[src/rtl/game_pkg.sv]
// Shared game-wide constants: game_state encoding, update stage indices and the stage count.
package game_pkg;

   localparam int unsigned NUM_STAGES = 4;

   localparam logic [1:0] GS_IDLE = 2'd0;
   localparam logic [1:0] GS_PLAY = 2'd1;
   localparam logic [1:0] GS_OVER = 2'd2;

   localparam logic [1:0] STAGE_PHYS    = 2'd0;
   localparam logic [1:0] STAGE_COLL    = 2'd1;
   localparam logic [1:0] STAGE_SHIFT   = 2'd2;
   localparam logic [1:0] STAGE_TABLOID = 2'd3;

   function automatic logic [NUM_STAGES-1:0] stage_onehot(input logic [1:0] idx);
      logic [NUM_STAGES-1:0] oh;
      oh      = '0;
      oh[idx] = 1'b1;
      return oh;
   endfunction

endpackage

[src/rtl/stage_timer.sv]
// Per-stage watchdog: counts cycles since start and flags expiry after TIMEOUT cycles.
module stage_timer #(
   parameter int unsigned TIMEOUT = 1023
) (
   input  logic clk,
   input  logic rst,
   input  logic start,
   input  logic clear,
   output logic expired
);

   localparam int unsigned CW = $clog2(TIMEOUT + 1);

   logic [CW-1:0] cnt_q, cnt_d;
   logic          run_q, run_d;

   // cnt_q holds (edges since start - 1), so expiry lands on the TIMEOUT-th edge.
   assign expired = run_q && (cnt_q == CW'(TIMEOUT - 1));

   always_comb begin
      run_d = run_q;
      cnt_d = cnt_q;
      if (clear) begin
         run_d = 1'b0;
         cnt_d = '0;
      end else if (start) begin
         run_d = 1'b1;
         cnt_d = '0;
      end else if (run_q && !expired) begin
         cnt_d = cnt_q + CW'(1);
      end
   end

   always_ff @(posedge clk) begin
      if (rst) begin
         run_q <= 1'b0;
         cnt_q <= '0;
      end else begin
         run_q <= run_d;
         cnt_q <= cnt_d;
      end
   end

endmodule

[src/rtl/update_scheduler.sv]
// Frame update sequencer: on each accepted frame tick, waits for blanking and walks the
// update stages in order with request/done handshakes and per-stage timeouts.
module update_scheduler #(
   parameter int unsigned TIMEOUT  = 1023,
   parameter int unsigned N_STAGES = game_pkg::NUM_STAGES
) (
   input  logic                clk,
   input  logic                rst,
   input  logic                frame_tick,
   input  logic                in_blank,
   input  logic [1:0]          game_state,
   output logic [N_STAGES-1:0] stage_req,
   input  logic [N_STAGES-1:0] stage_done,
   output logic                busy,
   output logic [N_STAGES-1:0] timeout_err,
   output logic [7:0]          overrun_cnt,
   output logic [15:0]         frame_count
);

   import game_pkg::*;

   localparam logic [2:0] StIdle      = 3'd0;
   localparam logic [2:0] StWaitBlank = 3'd1;
   localparam logic [2:0] StIssue     = 3'd2;
   localparam logic [2:0] StWaitDone  = 3'd3;
   localparam logic [2:0] StFinish    = 3'd4;

   logic [2:0]          state_q, state_d;
   logic [1:0]          stg_q, stg_d;
   logic [N_STAGES-1:0] req_q, req_d;
   logic                busy_q, busy_d;
   logic [N_STAGES-1:0] terr_q, terr_d;
   logic [7:0]          ovr_q, ovr_d;
   logic [15:0]         fcnt_q, fcnt_d;
   logic                tmr_start, tmr_clear, tmr_expired;

   stage_timer #(
      .TIMEOUT (TIMEOUT)
   ) u_stage_timer (
      .clk     (clk),
      .rst     (rst),
      .start   (tmr_start),
      .clear   (tmr_clear),
      .expired (tmr_expired)
   );

   always_comb begin
      state_d   = state_q;
      stg_d     = stg_q;
      req_d     = req_q;
      busy_d    = busy_q;
      terr_d    = terr_q;
      ovr_d     = ovr_q;
      fcnt_d    = fcnt_q;
      tmr_start = 1'b0;
      tmr_clear = 1'b0;

      // Any tick outside IDLE is dropped, FINISH included.
      if (frame_tick && (state_q != StIdle) && (ovr_q != 8'hFF)) begin
         ovr_d = ovr_q + 8'd1;
      end

      case (state_q)
         StIdle: begin
            if (frame_tick) begin
               state_d = StWaitBlank;
               busy_d  = 1'b1;
               stg_d   = STAGE_PHYS;
            end
         end
         StWaitBlank: begin
            if (in_blank) state_d = StIssue;
         end
         StIssue: begin
            if ((game_state == GS_PLAY) || (stg_q == STAGE_TABLOID)) begin
               req_d     = stage_onehot(stg_q);
               tmr_start = 1'b1;
               state_d   = StWaitDone;
            end else begin
               stg_d = stg_q + 2'd1;
            end
         end
         StWaitDone: begin
            // A done coinciding with expiry wins: completion, no flag.
            if (stage_done[stg_q] || tmr_expired) begin
               if (!stage_done[stg_q]) terr_d[stg_q] = 1'b1;
               req_d     = '0;
               tmr_clear = 1'b1;
               if (stg_q == STAGE_TABLOID) begin
                  state_d = StFinish;
               end else begin
                  stg_d   = stg_q + 2'd1;
                  state_d = StIssue;
               end
            end
         end
         StFinish: begin
            fcnt_d  = fcnt_q + 16'd1;
            busy_d  = 1'b0;
            state_d = StIdle;
         end
         default: state_d = StIdle;
      endcase
   end

   always_ff @(posedge clk) begin
      if (rst) begin
         state_q <= StIdle;
         stg_q   <= STAGE_PHYS;
         req_q   <= '0;
         busy_q  <= 1'b0;
         terr_q  <= '0;
         ovr_q   <= '0;
         fcnt_q  <= '0;
      end else begin
         state_q <= state_d;
         stg_q   <= stg_d;
         req_q   <= req_d;
         busy_q  <= busy_d;
         terr_q  <= terr_d;
         ovr_q   <= ovr_d;
         fcnt_q  <= fcnt_d;
      end
   end

   assign stage_req   = req_q;
   assign busy        = busy_q;
   assign timeout_err = terr_q;
   assign overrun_cnt = ovr_q;
   assign frame_count = fcnt_q;

endmodule

[config.mk]
export PLATFORM = sky130hd
export DESIGN_NAME = update_scheduler
export DESIGN_NICKNAME = d
export VERILOG_FILES = /design/src/rtl/game_pkg.sv /design/src/rtl/stage_timer.sv /design/src/rtl/update_scheduler.sv
export SDC_FILE = /design/constraint.sdc
export NUM_CORES = 1
export LEC_CHECK = 0
export ABC_AREA = 0
export BUFFER_PORTS_ARGS = -buffer_cell sky130_fd_sc_hd__buf_4
export CORE_MARGIN = 2
export CORE_UTILIZATION = 50
export CTS_BUF_LIST = sky130_fd_sc_hd__clkbuf_16
export CTS_CLUSTER_DIAMETER = 80
export CTS_CLUSTER_SIZE = 20
export DETAILED_ROUTE_END_ITERATION = 8
export PLACE_DENSITY = 0.82
export SLEW_MARGIN = 20
export SYNTH_ARGS = -nofsm -noshare
export SYNTH_HDL_FRONTEND = slang
export SYNTH_SLANG_ARGS = --single-unit
[constraint.sdc]
create_clock -name clk -period 1.9 [get_ports clk]
set_clock_uncertainty 0.2 [all_clocks]
set_input_delay 0.285 -clock clk [delete_from_list [all_inputs] [get_ports clk]]
set_output_delay 0.285 -clock clk [all_outputs]
set_load 0.05 [all_outputs]
==> summary.txt, run 1 <==
Status
  – Outcome: finished, violations left
  – Failing checks: negative setup slack

Synthesis
  – Async SR Flop Fraction: 0%
  – Synth Warn #: 0
  – Register area share after synthesis: 41.39%
  – Synth Area per Inst: 8.976 sq um
  – FF+latch count, synth: 49
  – Main synth FF type: dfxtp_1
  – Yosys cell types: 56
  – Synth Cell Area: 2370 sq um
  – Mapped Cells: 264
  – Number of flops mapped to enable cells by yosys: 0
  – Syn nets: 282

Pwr
  – Cell Pwr Density: 646.1 nW/um^2
  – Worst VDD drop: 0.4786 mV
  – Leak: 1.238 nW

Clocking
  – # H-tree levels: 2
  – Clk Latency, worst-skew pair: 0.29 ns
  – Clk buf depth: 2
  – Root Buffer: clkbuf_16
  – Num Clock Sinks: 49
  – Clock transition at path regs: 0.06 ns
  – Num CTS Buffers: 5
  – CTS tree: done

Global route
  – Gr ovfl total: 0
  – Initial antenna violation count: 0
  – Largest net degree at the start of global routing: 22
  – First-pass GRT wire length: 8907 um
  – Vias in the first global route: 2088
  – Global Route Usage Sum: 21.29%

Job
  – Max-Cap Viols: 0

STA
  – Max_slew headroom: 76.34%
  – Fin Setup TNS: -0.004956 ns
  – Final worst path period share: 100.3%
  – Fmax: 0.5249 GHz
  – Min Tclk post-route: 1.905 ns
  – Worst-Margin Slew: 0.3525 ns
  – Endpoints failing setup: 1
  – Max Slew Vio Count: 0
  – Final Hold Viols: 0
  – Final setup margin: -0.004956 ns
  – RSZ-0062 raised after global routing: true

Cells and area
  – Most common cell after layout, fill and taps aside: buf_4
  – Nets@finish: 364
  – Area Growth Syn to Fin: 37.38%
  – Highest-count cells in the layout ignoring fill and taps: 80 x buf_4, 30 x dfxtp_1, 21 x nor2_1
  – Finished Layout Cells: 401
  – Final Core Density: 69.85%
  – Cell area after layout: 3256 sq um
  – Layout cells sized above 1: 36.60%
  – # diodes: 0

Worst setup path
  – Required @ worst endpoint: 1.88 ns
  – CP Launch Type: flop
  – Critical path origin: stg_q[0]
  – Critical Path AT: 1.89 ns
  – WS Path Type: flop to flop
  – CP max stage delay: 0.54 ns
  – Reg-to-reg endpoint: state_q[1]
  – Max FO, Critical Path: 5
  – Critical path's slowest cell: mux4_2
  – Setup crit end kind: flop
  – Worst reg-to-reg setup slack: -0.005 ns
  – Worst r2r path cells: 4
  – CP cell instances: mux4_2, a31oi_4, and4b_1, nor4_2
  – Worst reg2reg startpoint: stg_q[0]

Place
  – Dpl cell area: 3017 sq um
  – Gpl congestion: 0.8460
  – Pre-CTS setup slack: -0.04430 ns
  – Number of port buffers: 42
  – Post-Place Cells: 390
  – Detail Placement HPWL: 3856 um

Drt
  – Initial DRC count: 89
  – Wirelength per Cell: 13.28 um
  – DRC violations left: 0
  – Post-route ant nets: 0
  – DRT Wirelength: 5327 um
  – First-pass iteration count of the detailed router: 4
  – Vias: 2259
  – Vias per inst: 5.633

Floorplanning
  – Initial core utilization: 50.85%
  – Io pins: 43
  – Core Rows: 25
  – Core ar.: 4661 sq um
  – Die height: 72.85 um
  – Die footprint: 5306 sq um
  – DIE WIDTH: 72.85 um

Worst hold path
  – Worst min path class: input port to flop
  – Hold EP: busy
  – HP Start: frame_tick
  – Hold depth: 3
-- cells in the mapped netlist (all sizes together), types with 6 or more instances --
master	n	area, sq um
xor2	7	61.31
or4	6	45.04
ha	8	100.1
dfxtp	49	980.9
nor2	21	78.83
xnor2	8	70.07
or3	6	37.54
o21ai	10	50.05
a21oi	22	110.1
o31ai	8	60.06
nand4	8	50.05
inv	14	52.55
nand2	18	67.56
nand3	13	82.58
nor3	7	35.03
-- cell families (layout without fill, tap and decap cells) --
| family | Yosys count | count (layout) | share of synthesized area, % |
|---|---|---|---|
| compound gates | 62 | 62 | 17.58 |
| xor+xnor | 15 | 15 | 5.544 |
| fa+ha+maj | 8 | 8 | 4.224 |
| buf+inv | 23 | 106 | 4.065 |
| flops | 49 | 49 | 41.39 |
| mux | 3 | 3 | 1.848 |
| simple gates | 104 | 104 | 25.34 |
-- per-layer routing --
layer  wire (um)  track usage [%]
met5           0                0
met4          68            7.202
met3         314            5.110
met2        2705            38.18
met1        2239            24.70
-- worst max path at each step --
stage | endpoint | slack [ns] | cells past startpoint
2_1_floorplan | frame_count[15] | -0.02 | 4
3_3_place_gp | state_q[1] | -0.0007 | 6
3_5_place_dp | stg_q[1] | -0.04 | 6
4_1_cts | stg_q[1] | 0.004 | 4
5_1_grt | stg_q[1] | -0.06 | 4
6_report | state_q[1] | -0.005 | 4
-- registers in the layout, indices dropped and copies added, names as in the netlist --
signal,count
frame_count,16
u_stage_timer.cnt_q,10
overrun_cnt,8
stage_req,4
timeout_err,4
state_q,3
stg_q,2
busy,1
u_stage_timer.run_q,1
-- layout make-up --
type | instances | area [sq um]
sequential | 49 | 1007
clock inverter | 3 | 12.51
inverter | 15 | 56.30
multi-input combinational | 192 | 1353
clock buffer | 5 | 125.1
fill | 352 | 1405
tap | 54 | 67.56
timing repair buffer | 83 | 634.4
-- report_power, final --
| part | internal [mW] | total (mW) | switching [mW] |
|---|---|---|---|
| sequential | 1.04 | 1.05 | 0.0146 |
| combinational | 0.0925 | 0.202 | 0.109 |
| clock | 0.476 | 0.847 | 0.371 |
-- metrics by stage --
step	hold slack, ns	total power, mW
4_1_cts	0.1184	2.117
3_5_place_dp	0.2475	1.264
2_1_floorplan	0.2672	1.183
5_1_grt	0.1323	2.169
3_3_place_gp	0.2541	1.260
6_report	0.1269	2.103
-- worst max-delay path: cells and delay by family, from the launching register on --
family	cells	cell delay, ns
multiplexers	1	0.54
AO/OA/AOI/OAI	1	0.23
AND/OR/NAND/NOR	2	0.49
flip-flops	1	0.33
-- what timing repair did --
item | in CTS | in global routing
setup buffers | 1 | 4
pin swaps | 3 | 6
endpoints found under the setup margin | 3 | 20
hold buffers | 0 | 0
resized for setup | 5 | 17
Note: power is estimated with default switching activity, not from simulation.
==> run 2, diff against run 1 <==
--- a/config.mk
+++ b/config.mk
@@ -14,6 +14,7 @@
 export CTS_CLUSTER_SIZE = 20
 export DETAILED_ROUTE_END_ITERATION = 8
 export PLACE_DENSITY = 0.82
+export REMOVE_ABC_BUFFERS = 1
 export SLEW_MARGIN = 20
 export SYNTH_ARGS = -nofsm -noshare
 export SYNTH_HDL_FRONTEND = slang
==> summary.txt, run 2 (synthesis gave the netlist of run 1 again) <==
Status
  – Outcome: finished, violations left
  – Failing checks: negative setup slack

Cells and area
  – # diodes: 0
  – Final Core Density: 69.85%
  – Most common cell after layout, fill and taps aside: buf_4
  – Number of flip-flops under the largest register name: 16
  – Layout cells sized above 1: 33.43%
  – Finished Layout Cells: 404
  – Fill count: 380
  – Nets@finish: 367
  – Highest-count cells in the layout ignoring fill and taps: 84 x buf_4, 45 x dfxtp_1, 21 x nor2_1
  – Area Growth Syn to Fin: 37.38%

Clocking
  – Root Buffer: clkbuf_16
  – Clock transition at path regs: 0.06 ns
  – CTS tree: done
  – Hold Buf Count CTS: 0
  – Clk Latency, worst-skew pair: 0.29 ns
  – Num CTS Buffers: 5
  – Num Clock Sinks: 49
  – Clk buf depth: 2
  – # H-tree levels: 2

Job
  – Max-Cap Viols: 0

Drt
  – Initial DRC count: 105
  – First-pass iteration count of the detailed router: 5
  – Vias per inst: 5.646
  – Vias: 2281
  – DRC violations left: 0
  – Wirelength per Cell: 13.99 um
  – Post-route ant nets: 0
  – DRT Wirelength: 5650 um

STA
  – Min Tclk post-route: 1.916 ns
  – Endpoints failing setup: 1
  – RSZ-0062 raised after global routing: true
  – Worst-Margin Slew: 0.5058 ns
  – Max_slew headroom: 65.41%
  – Fmax: 0.5219 GHz
  – Final Hold Viols: 0
  – Max Slew Vio Count: 0
  – Final setup margin: -0.01621 ns
  – Final worst path period share: 100.9%

Global route
  – First-pass GRT wire length: 9342 um
  – Vias in the first global route: 2156
  – Initial antenna violation count: 0
  – Global Route Usage Sum: 22.31%
  – Largest net degree at the start of global routing: 21
  – Gr ovfl total: 0

Pwr
  – Worst VDD drop: 0.5498 mV
  – Leak: 1.251 nW
  – Cell Pwr Density: 646.5 nW/um^2

Place
  – Number of port buffers: 42
  – Gpl congestion: 0.8150
  – Post-Place Cells: 393
  – Pre-CTS setup slack: -0.09649 ns
  – Detail Placement HPWL: 3966 um

Worst hold path
  – Worst min path class: input port to flop
  – Hold depth: 2

Worst setup path
  – Buf/Inv on CP: 0
  – Setup crit end kind: flop
  – WS Path Type: flop to flop
  – Worst r2r path cells: 4
  – Cell family contributing the most delay on the critical path: simple AND/OR/NAND/NOR gates
  – Critical Path AT: 1.94 ns
  – Max FO, Critical Path: 8
  – CP most frequent cell: or4b_1
  – Critical path's slowest cell: or4b_1
  – CP max stage delay: 0.50 ns
  – Critical Path Stages: 4
  – CP cell instances: or4b_1, o31a_1, or4b_1, a21oi_2
  – Required @ worst endpoint: 1.93 ns
  – CP Launch Type: flop

Floorplanning
  – Die footprint: 5306 sq um
  – Io pins: 43
  – Core ar.: 4661 sq um
  – DIE WIDTH: 72.85 um
  – Die height: 72.85 um
  – Core Rows: 25
  – Initial core utilization: 50.85%
-- run 2: area by class of cell --
| type | count | area, sq um | area share (%) |
|---|---|---|---|
| multi-input cells | 192 | 1358 | 41.70 |
| flip-flops and latches | 49 | 988.4 | 30.36 |
| repair buffers | 86 | 646.9 | 19.87 |
| clock buffers | 5 | 125.1 | 3.843 |
| well taps | 54 | 67.56 | 2.075 |
| inverters | 15 | 56.30 | 1.729 |
| clock inverters | 3 | 13.76 | 0.4228 |
-- run 2: final timing paths --
check | from | end | slack (ns)
worst max-delay path | state_q[1] | stg_q[1] | -0.02
worst min-delay path | rst | stg_q[0] | 0.06
worst max register to register | state_q[1] | stg_q[1] | -0.02
worst min register to register | stage_req[3] | stage_req[3] | 0.26
-- run 2: through the flow --
| step | cell area (sq um) | power, mW | hold slack, ns | setup TNS, ns |
|---|---|---|---|---|
| after global placement | 3020 | 1.252 | 0.2530 | -0.05312 |
| after global routing | 3256 | 2.174 | 0.06364 | -0.1018 |
| after CTS | 3179 | 2.105 | 0.05137 | 0 |
| after detailed placement | 3020 | 1.257 | 0.2587 | -0.3953 |
| after floorplan | 2330 | 1.167 | 0.1541 | -2.548 |
| final | 3256 | 2.105 | 0.05841 | -0.01621 |
-- run 2: routing by layer --
layer	GRT usage, %	wire (um)	up-vias
met5	0	0	-
met4	7.613	51	0
met3	5.801	258	7
met2	39.70	2956	55
met1	25.84	2384	1077
li1	-	-	1142
-- run 2: what timing repair did --
action	4_1_cts	5_1_grt
gates resized for setup	7	14
pin swaps	2	2
buffers inserted	1	1
setup endpoints to repair	11	15
gates cloned	0	1
-- run 2: report_power, final --
part	internal (mW)	switching, mW
Sequential	1.04	0.0154
Clock	0.478	0.373
Combinational	0.0902	0.107
==> run 3, diff against run 2 <==
--- a/config.mk
+++ b/config.mk
@@ -8,12 +8,12 @@
 export ABC_AREA = 0
 export BUFFER_PORTS_ARGS = -buffer_cell sky130_fd_sc_hd__buf_4
 export CORE_MARGIN = 2
-export CORE_UTILIZATION = 50
-export CTS_BUF_LIST = sky130_fd_sc_hd__clkbuf_16
+export CORE_UTILIZATION = 52
+export CTS_BUF_LIST = sky130_fd_sc_hd__clkbuf_8
 export CTS_CLUSTER_DIAMETER = 80
 export CTS_CLUSTER_SIZE = 20
 export DETAILED_ROUTE_END_ITERATION = 8
-export PLACE_DENSITY = 0.82
+export PLACE_DENSITY = 0.84
 export REMOVE_ABC_BUFFERS = 1
 export SLEW_MARGIN = 20
 export SYNTH_ARGS = -nofsm -noshare
==> summary.txt, run 3 (synthesis gave the netlist of run 1 again) <==
Clocking
  – Clk Latency, worst-skew pair: 0.31 ns
  – # H-tree levels: 2
  – Clk buf depth: 2
  – Clock transition at path regs: 0.09 ns
  – Hold Buf Count CTS: 0
  – Num CTS Buffers: 5
  – CTS tree: done
  – Root Buffer: clkbuf_8
  – Num Clock Sinks: 49

Worst hold path
  – Hold depth: 3
  – HP Start: frame_tick
  – Worst min path class: input port to flop
  – Hold EP: busy

Global route
  – Largest net degree at the start of global routing: 31
  – Global Route Usage Sum: 22.62%
  – Initial antenna violation count: 0
  – Gr ovfl total: 0
  – First-pass GRT wire length: 9142 um
  – Vias in the first global route: 2060

Worst setup path
  – CP Launch Type: flop
  – Cell family contributing the most delay on the critical path: simple AND/OR/NAND/NOR gates
  – CP cell instances: or4b_1, o31a_1, or4b_1, a21oi_2
  – Critical Path AT: 1.98 ns
  – CP most frequent cell: or4b_1
  – WS Path Type: flop to flop
  – Required @ worst endpoint: 1.95 ns
  – CP max stage delay: 0.53 ns
  – Reg-to-reg endpoint: stg_q[1]
  – Critical path's slowest cell: or4b_1
  – Worst reg2reg startpoint: state_q[2]
  – Worst r2r path cells: 4
  – Worst reg-to-reg setup slack: -0.03 ns
  – Critical path origin: state_q[2]
  – Setup crit end kind: flop
  – Max FO, Critical Path: 7
  – Buf/Inv on CP: 0

Cells and area
  – Reg area: 989.7 sq um
  – Number of flip-flops under the largest register name: 16
  – Area occupied by multi-input gates: 1365 sq um
  – Finished Layout Cells: 400
  – Layout cells sized above 1: 32.76%
  – Fill count: 323
  – Nets@finish: 365
  – Highest-count cells in the layout ignoring fill and taps: 82 x buf_4, 44 x dfxtp_1, 21 x nor2_1
  – Most common cell after layout, fill and taps aside: buf_4
  – Area Growth Syn to Fin: 34.79%
  – Final Core Density: 72.86%
  – # diodes: 0

STA
  – Max_slew headroom: 69.60%
  – Final worst path period share: 101.7%
  – Fmax: 0.5175 GHz
  – RSZ-0062 raised after global routing: true
  – Min Tclk post-route: 1.932 ns
  – Final setup margin: -0.03224 ns
  – Max Slew Vio Count: 0
  – Final Hold Viols: 0
  – Worst-Margin Slew: 0.4549 ns
  – Endpoints failing setup: 2

Place
  – Number of port buffers: 42
  – Post-Place Cells: 389
  – Gpl congestion: 0.8354
  – Detail Placement HPWL: 3971 um

Floorplanning
  – DIE WIDTH: 71.51 um
  – Core ar.: 4384 sq um
  – Initial core utilization: 54.05%
  – Core Rows: 24
  – Die footprint: 5113 sq um
  – Die height: 71.51 um
  – Io pins: 43

Drt
  – Wirelength per Cell: 14.47 um
  – First-pass iteration count of the detailed router: 4
  – Post-route ant nets: 0
  – Vias: 2285
  – Initial DRC count: 92
  – Vias per inst: 5.713
  – DRT Wirelength: 5789 um
  – DRC violations left: 0

Pwr
  – Worst VDD drop: 0.5276 mV
  – Leak: 1.219 nW
  – Cell Pwr Density: 576.5 nW/um^2

Job
  – Max-Cap Viols: 0

Status
  – Outcome: finished, violations left
  – Failing checks: negative setup slack
## run 3: how the worst max path moves through the flow
| stage | to | slack (ns) | depth (start not counted) |
|---|---|---|---|
| finish | stg_q[1] | -0.03 | 4 |
| global route | state_q[1] | -0.11 | 4 |
| CTS | stg_q[1] | -0.01 | 4 |
| detailed placement | stg_q[1] | -0.05 | 5 |
| global placement | stg_q[1] | 0.01 | 4 |
| floorplan | frame_count[15] | -0.26 | 4 |
## run 3: repair_timing
action | CTS | global route
gates cloned | 0 | 1
setup endpoints to repair | 9 | 21
pin swaps | 2 | 8
buffers inserted | 0 | 2
resized for setup | 7 | 19
## run 3: tightest hold or removal path, delay by kind of cell
kind            cells  cell delay, ns
buf+inv             1            0.10
compound gates      1            0.06
simple gates        1            0.11
## run 3: routing by layer
metal | global-route usage [%] | wire (um)
met1 | 26.18 | 2530
met2 | 40.64 | 2908
met3 | 5.345 | 260
met4 | 7.966 | 89
met5 | 0 | 0
## run 3: report_power, final
group	internal [mW]	total [mW]	switching [mW]	leakage, nW
combinational	0.0850	0.191	0.106	0.769
sequential	1.04	1.05	0.0154	0.398
clock	0.246	0.595	0.349	0.0519
## run 3: layout make-up
cell class | count | area share [%]
clock buffer | 5 | 2.154
clock inverter | 3 | 0.3525
inverter | 15 | 1.763
multi-input combinational | 192 | 42.73
sequential | 49 | 30.98
tap | 52 | 2.037
timing repair buffer | 84 | 19.98
## run 3: metrics by stage
stage	hold slack, ns	total power, mW	cell area, sq um	setup WS, ns	setup TNS, ns
CTS	0.09171	1.831	3094	-0.01222	-0.01222
global route	0.1015	1.917	3194	-0.1139	-0.4150
finish	0.09034	1.841	3194	-0.03224	-0.04930
floorplan	0.1541	1.167	2330	-0.2556	-2.548
detailed placement	0.2525	1.255	3003	-0.05251	-0.08148
global placement	0.2565	1.251	3003	0.01171	0
